`config.mk`:
```
export PLATFORM = sky130hd
export DESIGN_NAME = amux_switch_sequencer
export DESIGN_NICKNAME = d
export VERILOG_FILES = /design/src/rtl/amux_switch_sequencer.sv
export SDC_FILE = /design/constraint.sdc
export NUM_CORES = 1
export LEC_CHECK = 0
export ABC_AREA = 1
export CAP_MARGIN = 15
export CORE_MARGIN = 4
export CORE_UTILIZATION = 31
export CTS_CLUSTER_DIAMETER = 120
export CTS_CLUSTER_SIZE = 40
export DETAILED_ROUTE_END_ITERATION = 10
export DONT_BUFFER_PORTS = 1
export GPL_ROUTABILITY_DRIVEN = 0
export GPL_TIMING_DRIVEN = 0
export SETUP_SLACK_MARGIN = 0.02
export SYNTH_ARGS = -nofsm -noshare
export SYNTH_HDL_FRONTEND = slang
export SYNTH_SLANG_ARGS = --single-unit
```
`constraint.sdc`:
```
create_clock -name clk -period 1.4 [get_ports clk]
set_input_delay 0.21 -clock clk [delete_from_list [all_inputs] [get_ports clk]]
set_output_delay 0.21 -clock clk [all_outputs]
set_load 0.01 [all_outputs]
```
`src/rtl/amux_switch_sequencer.sv`:
```
// rtl/amux_switch_sequencer.sv - break-before-make sequencer for pad switches onto AMUXBUS_A/B
// Optional feature macro: AMUX_SEQ_CONFLICT_EN (reject connects whose pad is live on the other bus, pulse err)
module amux_switch_sequencer #(
    parameter int N_PADS     = 8,
    parameter int BBM_CYCLES = 4
) (
    input  logic                      clk,
    input  logic                      resetn,
    input  logic                      req_valid,
    output logic                      req_ready,
    input  logic                      req_bus,
    input  logic [$clog2(N_PADS)-1:0] req_pad,
    input  logic                      req_connect,
    output logic [N_PADS-1:0]         amux_a_en,
    output logic [N_PADS-1:0]         amux_b_en,
    output logic                      done
`ifdef AMUX_SEQ_CONFLICT_EN
    ,
    output logic                      err
`endif
);

    // MAKE is never occupied: the make action happens on the edge that leaves GAP.
    typedef enum logic [1:0] {IDLE, GAP, MAKE} state_t;

    state_t            state, state_nxt;
    logic [7:0]        cnt, cnt_nxt;
    logic              bus_q, bus_nxt;
    logic [N_PADS-1:0] make_mask, make_mask_nxt;
    logic [N_PADS-1:0] a_nxt, b_nxt;
    logic [N_PADS-1:0] pad_mask;
    logic              ready_nxt, done_nxt;
    logic              conflict;
`ifdef AMUX_SEQ_CONFLICT_EN
    logic              err_nxt;
    logic [N_PADS-1:0] other_en;
`endif

    // Out-of-range pad indices decode to an empty mask, so they break but never make.
    always_comb begin
        pad_mask = '0;
        for (int i = 0; i < N_PADS; i++) begin
            if (32'(req_pad) == i) pad_mask[i] = 1'b1;
        end
    end

`ifdef AMUX_SEQ_CONFLICT_EN
    assign other_en = req_bus ? amux_a_en : amux_b_en;
    assign conflict = req_connect && (|(other_en & pad_mask));
    assign err_nxt  = (state == IDLE) && req_valid && req_ready && conflict;
`else
    assign conflict = 1'b0;
`endif

    always_comb begin
        state_nxt     = state;
        cnt_nxt       = cnt;
        bus_nxt       = bus_q;
        make_mask_nxt = make_mask;
        a_nxt         = amux_a_en;
        b_nxt         = amux_b_en;
        done_nxt      = 1'b0;
        case (state)
            IDLE: begin
                if (req_valid && req_ready && !conflict) begin
                    bus_nxt       = req_bus;
                    make_mask_nxt = req_connect ? pad_mask : '0;
                    cnt_nxt       = 8'(BBM_CYCLES - 1);
                    if (req_bus) begin
                        b_nxt = '0;
                        a_nxt = amux_a_en & ~pad_mask;
                    end else begin
                        a_nxt = '0;
                        b_nxt = amux_b_en & ~pad_mask;
                    end
                    state_nxt = GAP;
                end
            end
            GAP: begin
                if (cnt == 8'd0) begin
                    // Target vector is all-zero throughout GAP, so the make is a plain load.
                    if (bus_q) b_nxt = make_mask;
                    else       a_nxt = make_mask;
                    done_nxt  = 1'b1;
                    state_nxt = IDLE;
                end else begin
                    cnt_nxt = cnt - 8'd1;
                end
            end
            default: state_nxt = IDLE;
        endcase
        ready_nxt = (state_nxt == IDLE);
    end

    always_ff @(posedge clk or negedge resetn) begin
        if (!resetn) begin
            state     <= IDLE;
            cnt       <= '0;
            bus_q     <= 1'b0;
            make_mask <= '0;
            amux_a_en <= '0;
            amux_b_en <= '0;
            req_ready <= 1'b0;
            done      <= 1'b0;
`ifdef AMUX_SEQ_CONFLICT_EN
            err       <= 1'b0;
`endif
        end else begin
            state     <= state_nxt;
            cnt       <= cnt_nxt;
            bus_q     <= bus_nxt;
            make_mask <= make_mask_nxt;
            amux_a_en <= a_nxt;
            amux_b_en <= b_nxt;
            req_ready <= ready_nxt;
            done      <= done_nxt;
`ifdef AMUX_SEQ_CONFLICT_EN
            err       <= err_nxt;
`endif
        end
    end

endmodule

```
Word-level counts from Yosys, hierarchy flattened
Cells that the tools add are included.
{"block": "op_classes", "add_sub_neg": 1, "n_eq_ne": 13, "muxes": 27, "bitwise_logic": 3, "n_reduce_logical": 10}
{"cell": "$mux W8", "count": 11}
{"cell": "$pmux W8 S2", "count": 3}
{"cell": "$and A8 B8 Y8", "count": 2}
{"cell": "$eq A3 B3 Y1 const B", "count": 4}
{"cell": "$mux W1", "count": 10}
{"cell": "$ne A2 B2 Y1 const B", "count": 5}
{"cell": "$logic_not A8 Y1", "count": 1}
{"cell": "$not A8 Y8", "count": 1}
{"cell": "$reduce_and A4 Y1", "count": 2}
{"cell": "$sub A8 B1 Y8 const B", "count": 1}
{"cell": "$eq A3 B2 Y1 const B", "count": 2}
{"cell": "$logic_not A2 Y1", "count": 2}
{"cell": "$mux W2", "count": 2}
{"cell": "$pmux W2 S2", "count": 1}
{"cell": "$eq A3 B1 Y1 const B", "count": 1}
{"cell": "$logic_not A3 Y1", "count": 1}
{"cell": "$reduce_and A3 Y1", "count": 1}
{"cell": "$eq A2 B1 Y1 const B", "count": 1}
{"cell": "$reduce_and A2 Y1", "count": 1}
{"cell": "$reduce_bool A2 Y1", "count": 1}
{"cell": "$logic_and A1 B1 Y1", "count": 1}
{"block": "word_totals", "regBits": 37, "input_bits": 8, "out_inout_bits": 18, "wordCells": 62}

Longest topological paths before layout
Gate-level depths: netlist of the first run.
{"block": "depth", "depth_word": 7, "depth_mapped": 10, "ltp_nobuf": 9}

Worst setup path after synthesis of the first run
OpenSTA, ideal clock, no wires.
{"block": "synth_timing", "path_kind": "reg-to-reg", "from": "register cnt[0]", "to": "register amux_a_en[6]", "setup_time_ns": 0.118, "t_arrival_ns": 1.261, "t_required_ns": 1.282, "slack_ns": 0.021, "stages_incl_launch_ff": 11, "period_less_slack_ns": 1.379, "path_cell_list": "dfrtp_1 inv_1 ha_1 nand2_1 nor2_2 nand2_4 nand2_4 buf_6 nand2_4 nand2_1 nand2_1"}
{"block": "synth_between", "elab_chain_len": 3}
{"element": "from (decl)", "line_no": "27", "source": "logic [7:0] cnt, cnt_nxt;"}
{"element": "from (signal assigned)", "line_no": "110", "source": "cnt <= cnt_nxt;"}
{"element": "$logic_not A8 Y1", "line_no": "80", "source": "if (cnt == 8'd0) begin"}
{"element": "$ne A2 B2 Y1 (no line)"}
{"element": "$reduce_and A4 Y1 (no line)"}
{"element": "to (signal assigned)", "line_no": "113", "source": "amux_a_en <= a_nxt;"}
{"element": "to (decl)", "line_no": "14", "source": "output logic [N_PADS-1:0] amux_a_en,"}
Every way passes these cells.
A chain may end at the register's enable or synchronous reset.

Worst setup path after layout of the first run
{"block": "layout_timing", "from": "register cnt[5]", "to": "register amux_b_en[5]"}
{"block": "layout_between", "elab_chain_len": 3}
{"element": "$logic_not A8 Y1", "line_no": "80"}
{"element": "$ne A2 B2 Y1 (no line)"}
{"element": "$reduce_and A4 Y1 (no line)"}
{"element": "to (signal assigned)", "line_no": "114", "source": "amux_b_en <= b_nxt;"}
{"element": "to (decl)", "line_no": "15", "source": "output logic [N_PADS-1:0] amux_b_en,"}
Every way passes these cells.

==> results of run 1 <==
[layout make-up]
class / instances / area, um2 / area share, %
timing repair buffer: 13 / 123.9 / 5.233
clock inverter: 2 / 13.76 / 0.5814
tap: 75 / 93.84 / 3.964
sequential: 37 / 925.9 / 39.11
clock buffer: 6 / 82.58 / 3.488
buffer: 7 / 61.31 / 2.590
multi-input combinational: 180 / 1002 / 42.34
inverter: 17 / 63.81 / 2.696
[worst register-to-register path, stage by stage, from the launching register on]
cell and delay, ns:
dfrtp_1 0.43, inv_2 0.08, nand2_1 0.09, nor2_4 0.14, nand2_4 0.09, nand2_4 0.09, buf_12 0.15, nand2_8 0.09
nand2_1 0.08, nand2_1 0.05
[registers in the layout, summed over array words and instances, names as in the netlist]
signal / cells
done: 1
bus_q: 1
state: 2
amux_a_en: 8
make_mask: 8
amux_b_en: 8
cnt: 8
req_ready: 1
[metal layers]
| layer | up-vias | routed length [um] | track usage [%] |
|---|---|---|---|
| li1 | 834 | - | - |
| met5 | - | 0 | 0 |
| met2 | 36 | 2424 | 21.91 |
| met4 | 0 | 93 | 5.949 |
| met3 | 9 | 258 | 3.422 |
| met1 | 822 | 2231 | 19.35 |
[how the worst max path moves through the flow]
stage,start,endpoint,cells after the start
6_report,cnt[5],amux_b_en[5],9
5_1_grt,cnt[2],amux_a_en[2],9
4_1_cts,cnt[1],amux_b_en[6],10
3_5_place_dp,cnt[0],amux_b_en[4],10
3_3_place_gp,cnt[0],amux_b_en[3],10
2_1_floorplan,cnt[0],amux_a_en[6],10
[through the flow]
| stage | instance area, um2 | util (%) |
|---|---|---|
| final | 2367 | 39.75 |
| after global routing | 2367 | 39.75 |
| after CTS | 2288 | 38.42 |
| after detailed placement | 2006 | 33.68 |
| after global placement | 2006 | 33.68 |
| after floorplan | 1912 | - |
[kinds of logic after synthesis]
kind of cell             count (synthesis)
other                                    1
flip-flops                              37
adder cells (fa/ha/maj)                  2
XOR/XNOR                                 3
AND/OR/NAND/NOR                        151
AO/OA/AOI/OAI                           23
buffers and inverters                   24
[synth_stat cells, drive strengths merged]
master,number,share of area [%]
nand3,37,9.9
xor2,2,0.92
nor2,15,3.5
o21bai,1,0.39
dfrtp,37,48
o21ai,19,5.2
inv,16,3.1
conb,1,0.20
buf,5,1.8
clkinv,1,0.20
clkbuf,2,0.39
a21oi,3,1.4
nand4,11,3.6
xnor2,1,0.46
nand2,88,19
ha,2,1.3
[what timing repair did]
action,CTS,global route
hold endpoints to repair,37,0
buffers inserted,7,4
gates resized for setup,26,18
gates cloned,0,0
hold buffers,2,0
pin swaps,11,8
endpoints found under the setup margin,24,33
[power by group through the flow]
stage               Combinational, mW  Sequential, mW  Clock (mW)
floorplan                       0.456            1.28           0
CTS                             0.811            1.30       0.821
global placement                0.581            1.30           0
finish                          0.885            1.30       0.811
detailed placement              0.592            1.31           0
global route                    0.977            1.32       0.879
==> summary.txt, run 1 <==
Status
  – Status: completed

Floorplan
  – Rows: 28
  – Chip Width: 86.53 um
  – I/O pins: 26
  – Die Ht: 86.53 um
  – Core ar.: 5956 um2
  – Initial core utilization: 32.10%
  – Die ar.: 7487 um2

Power and ir drop
  – Combinational Power Share: 29.5%
  – Leakage: 1.157 nW
  – Sw frac: 35.72%
  – Switching power: 1.071 mW
  – Pwr per Cell Area: 1266 nW/um2
  – Seq pwr share: 43.4%
  – Pint: 1.927 mW
  – Power, Total: 2.997 mW
  – Max IR drop VDD: 0.0004594 V
  – Power share of the clock group: 27.0%

CTS
  – H-Tree Level Count: 2
  – TritonCTS Sinks: 37
  – Clock slew at reported path FFs: 0.08 ns
  – CTS tree: done
  – Inserted Clock Buffers: 5
  – Root Driver: clkbuf_8
  – Worst-skew pair later-pin latency: 0.29 ns
  – Longest Clk Path Bufs: 2

Logic synthesis
  – Syn_nets: 251
  – Synth Area in Compound Gates: 6.937%
  – Xor/xnor share of the synthesized area: 1.374%
  – Post-Synth Adder-Cell Area: 1.309%
  – Average cell area after synthesis: 7.933 um2
  – Cells after Synth: 241
  – Simple-gate share of the synthesized area: 36.26%
  – Netlist Area Pre-Place: 1912 um2
  – Largest family of logic cells by synthesized area: simple AND/OR/NAND/NOR gates
  – Syn. warnings: 0
  – Number of synthesized register bits: 37
  – Sequential element share of the synthesized area: 48.43%
  – Multiplexer share of the synthesized area: 0%
  – Yosys cell types: 27

Finish
  – ANT cells: 0
  – Finished Layout Cells: 337
  – Fillers: 597
  – Most frequent cells in the layout: nand2_1, dfrtp_1, nand3_1
  – Commonest non-fill, non-tap cell in the layout: nand2_1
  – Fraction of layout cells with a size suffix above 1: 24.81%
  – Nets: 271
  – P&R area growth vs syn: 23.82%

Global route
  – GRT Overall Usage: 14.30%
  – Global-route wire length before repair: 8349 um
  – Pin count of the biggest net entering global routing: 38
  – Vias in the first global route: 1636
  – Initial antenna violation count: 0
  – Grt total ovfl: 0

Critical path
  – Max incr delay on CP: 0.43 ns
  – Worst EP arrival: 1.57 ns
  – R2r setup slk: 0.02 ns
  – Bufs and invs on worst path: 2
  – Worst Reg-to-Reg Cells: 9
  – Crit end category: flip-flop
  – Crit path kind: flip-flop to flip-flop
  – Crit path launch type: flip-flop
  – CP max stage cell: dfrtp_1
  – Worst-path cell chain: inv_2 -> nand2_1 -> nor2_4 -> nand2_4 -> nand2_4 -> buf_12 -> nand2_8 -> nand2_1 -> nand2_1
  – Most frequent CP cell: nand2_1
  – CP max FO: 8
  – FF-to-FF Start: cnt[5]
  – Delay-heaviest family, CP: simple AND/OR/NAND/NOR gates
  – R2R Path End: amux_b_en[5]
  – WP data required: 1.59 ns

Placed design
  – Place WS: -0.1679 ns
  – Cells after DPL: 316
  – Detailed Place HPWL: 3200 um
  – Port Buffer Count: 0

Flow run
  – Max-capacitance violation count: 0

STA
  – RSZ-0062 raised after global routing: true
  – Max-slew violations: 0
  – Tmin final: 1.382 ns
  – Final setup vio count: 0
  – Final Hold Fails: 0
  – Fin Clk Skew: 0.009077 ns
  – Final worst setup slack: 0.01773 ns
  – Setup TNS: 0 ns
  – Ratio of final minimum period to clock period: 98.73%
  – Minimum hold slack: 0.1397 ns
  – FMAX: 723.4 MHz

Min path
  – Worst hold endpoint: make_mask[1]
  – WHS Path Cells: 2
  – Hold WC Path Type: input pin to flip-flop
  – Worst hold start: req_pad[0]

Drt
  – DRT Pass-1 Iters: 4
  – 1st-iter DRT viols: 191
  – DR vias/cell: 5.047
  – WL/cell: 14.86 um
  – Vias: 1701
  – ANT nets after route: 0
  – DR DRC count: 0
  – Final WL: 5008 um
(Power assumes the default switching activity.)
==> run 2, diff against run 1 <==
==> constraint.sdc (replaced) <==
create_clock -name clk -period 1.4 [get_ports clk]
set_input_delay 0.35 -clock clk [delete_from_list [all_inputs] [get_ports clk]]
set_output_delay 0.35 -clock clk [all_outputs]
set_load 0.01 [all_outputs]
==> results of run 2 <==
The final DEF is identical to that of run 1. Status: completed.
Main changes from that run: hold slack 0.1397 ns -> 0.2797 ns
==> run 3, diff against run 2 <==
--- a/config.mk
+++ b/config.mk
@@ -8,7 +8,7 @@
 export ABC_AREA = 1
 export CAP_MARGIN = 15
 export CORE_MARGIN = 4
-export CORE_UTILIZATION = 31
+export CORE_UTILIZATION = 40
 export CTS_CLUSTER_DIAMETER = 120
 export CTS_CLUSTER_SIZE = 40
 export DETAILED_ROUTE_END_ITERATION = 10
==> constraint.sdc (replaced) <==
create_clock -name clk -period 1.2 [get_ports clk]
set_input_delay 0.3 -clock clk [delete_from_list [all_inputs] [get_ports clk]]
set_output_delay 0.3 -clock clk [all_outputs]
set_load 0.01 [all_outputs]
==> run 3 against run 2 <==
The flow now finishes with violations (hold timing, setup timing). Final cell count shrank 5.6%. Global-route usage grew 3.8 points. Die area shrank 21%. Clock-buffer cell count grew 1. Setup slack lost 0.18 ns.
==> summary.txt, run 3 (synthesis gave the netlist of run 1 again) <==
Floorplan
  – Initial core utilization: 42.73% (was 32.10%)
  – I/O pins: 26 (unchanged)
  – Core ar.: 4474 um2 (was 5956 um2)
  – Die Ht: 77.14 um (was 86.53 um)
  – Chip Width: 77.14 um (was 86.53 um)
  – Die ar.: 5950 um2 (was 7487 um2)
  – Rows: 24 (was 28)

Drt
  – Vias: 1673 (was 1701)
  – WL/cell: 15.30 um (was 14.86 um)
  – 1st-iter DRT viols: 95 (was 191)
  – ANT nets after route: 0 (unchanged)
  – DR DRC count: 0 (unchanged)
  – Final WL: 4865 um (was 5008 um)
  – DR vias/cell: 5.261 (was 5.047)
  – DRT Pass-1 Iters: 4 (unchanged)

CTS
  – Longest Clk Path Bufs: 2 (unchanged)
  – Worst-skew pair later-pin latency: 0.29 ns (about the same)
  – TritonCTS Sinks: 37 (unchanged)
  – Root Driver: clkbuf_8 (unchanged)
  – H-Tree Level Count: 2 (unchanged)
  – Clock slew at reported path FFs: 0.07 ns (was 0.08 ns)
  – Inserted Clock Buffers: 5 (unchanged)
  – CTS tree: done (unchanged)

Finish
  – Commonest non-fill, non-tap cell in the layout: nand2_1 (unchanged)
  – Most frequent cells in the layout: nand2_1, dfrtp_1, nand3_1 (unchanged)
  – Nets: 276 (was 271)
  – P&R area growth vs syn: 26.96% (was 23.82%)
  – Finished Layout Cells: 318 (was 337)
  – Fraction of layout cells with a size suffix above 1: 32.33% (was 24.81%)
  – ANT cells: 0 (unchanged)
  – Multi-input logic area: 1056 um2 (was 1002 um2)
  – Fillers: 406 (was 597)
  – Flip-flop and latch area: 927.1 um2 (was 925.9 um2)

Power and ir drop
  – Switching power: 1.184 mW (was 1.071 mW)
  – Sw frac: 34.19% (was 35.72%)
  – Pint: 2.279 mW (was 1.927 mW)
  – Max IR drop VDD: 0.0006512 V (was 0.0004594 V)
  – Combinational Power Share: 31.0% (was 29.5%)
  – Power, Total: 3.464 mW (was 2.997 mW)
  – Power share of the clock group: 25.1% (was 27.0%)
  – Seq pwr share: 43.9% (was 43.4%)
  – Pwr per Cell Area: 1427 nW/um2 (was 1266 nW/um2)
  – Leakage: 1.190 nW (was 1.157 nW)

STA
  – Max-slew violations: 0 (unchanged)
  – Final worst setup slack: -0.1603 ns (was 0.01773 ns)
  – Final Hold Fails: 37 (was 0)
  – FMAX: 735.1 MHz (was 723.4 MHz)
  – Final setup vio count: 29 (was 0)
  – RSZ-0062 raised after global routing: true (unchanged)
  – Setup TNS: -3.235 ns (was 0 ns)
  – Ratio of final minimum period to clock period: 113.4% (was 98.73%)
  – Minimum hold slack: -0.2993 ns (was 0.2797 ns)
  – Tmin final: 1.360 ns (was 1.382 ns)
  – Fin Clk Skew: 0.005357 ns (was 0.009077 ns)

Status
  – Violated checks: hold timing, setup timing
  – Status: finished, violations left (was completed)

Min path
  – Hold WC Path Type: input pin to asynchronous set/reset pin (was input pin to flip-flop)

Placed design
  – Port Buffer Count: 0 (unchanged)
  – Cells after DPL: 293 (was 316)
  – Detailed Place HPWL: 3138 um (was 3200 um)

Global route
  – Initial antenna violation count: 0 (unchanged)
  – Global-route wire length before repair: 8328 um (was 8349 um)
  – Grt total ovfl: 0 (unchanged)
  – Pin count of the biggest net entering global routing: 38 (unchanged)
  – Vias in the first global route: 1631 (was 1636)
  – GRT Overall Usage: 18.07% (was 14.30%)

Flow run
  – Max-capacitance violation count: 0 (unchanged)

Critical path
  – CP max FO: 8 (unchanged)
  – R2r setup slk: -0.16 ns (was 0.02 ns)
  – Crit path launch type: flip-flop (unchanged)
  – WP data required: 1.38 ns (was 1.59 ns)
  – Crit end category: flip-flop (unchanged)
  – Crit path kind: flip-flop to flip-flop (unchanged)
  – Worst EP arrival: 1.54 ns (was 1.57 ns)
==> run 3: cell types whose count changed in the layout (fill, tap and decap cells not counted), sizes merged <==
cell | previous run | this run
clkinv | 3 | 1
clkbuf | 8 | 9
buf | 17 | 23
dlygate4sd3 | 1 | 0
==> run 3: what timing repair did <==
action | in CTS | in global routing
setup endpoints to repair | 35 | 36
setup buffers | 7 | 10
endpoints found under the hold margin | 37 | 37
pin swaps | 7 | 11
gates cloned | 1 | 0
gates resized for setup | 30 | 29
==> run 3: area by class of cell <==
type	count	area share (%)
Buffer	7	2.938
Clock buffer	7	3.557
Inverter	17	2.732
Multi-Input combinational cell	180	43.51
Sequential cell	37	38.20
Tap cell	52	2.680
Timing Repair Buffer	18	6.392
==> run 3: power by group through the flow <==
stage          Combinational (mW)  Sequential, mW  Clock, mW
2_1_floorplan               0.561            1.51          0
3_3_place_gp                0.710            1.53          0
3_5_place_dp                0.716            1.53          0
4_1_cts                     0.934            1.52      0.903
5_1_grt                      1.18            1.54      0.972
6_report                     1.07            1.52      0.869
==> run 3: path summary, 6_finish.rpt <==
kind | to | cells after the start | start
min in group clk | make_mask[6] | 2 | req_connect
worst min-delay path | amux_b_en[2] | 0 | resetn
worst max-delay path | amux_b_en[7] | 10 | cnt[1]
max in group asynchronous | cnt[1] | 0 | resetn
worst min register to register | make_mask[4] | 2 | make_mask[4]
worst max register to register | amux_b_en[7] | 10 | cnt[1]
==> run 3: stage by stage <==
step	worst slack [ns]	instance area (um2)	hold slack, ns	utilization [%]
after floorplan	-0.1339	1932	0.004409	-
after global placement	-0.2924	1997	0.005735	44.63
after detailed placement	-0.2975	1997	0.005614	44.63
after CTS	-0.1632	2271	-0.3085	50.75
after global routing	-0.2378	2427	-0.3242	54.25
final	-0.1603	2427	-0.2993	54.25
==> run 3: per-layer routing <==
layer,routed length (um),vias to the layer above,global-route usage [%]
li1,-,836,-
met1,2290,783,23.94
met2,2226,45,27.03
met3,249,9,5.621
met4,99,0,7.829
met5,0,-,0
==> run 3: critical path, stage by stage (launching register included) <==
cell,delay [ns]
dfrtp_1,0.38
inv_2,0.07
ha_4,0.13
nand2_4,0.05
nor2_4,0.09
nand2_4,0.08
nand2_4,0.08
buf_12,0.14
nand2_8,0.09
nand2_1,0.08
nand2_1,0.05
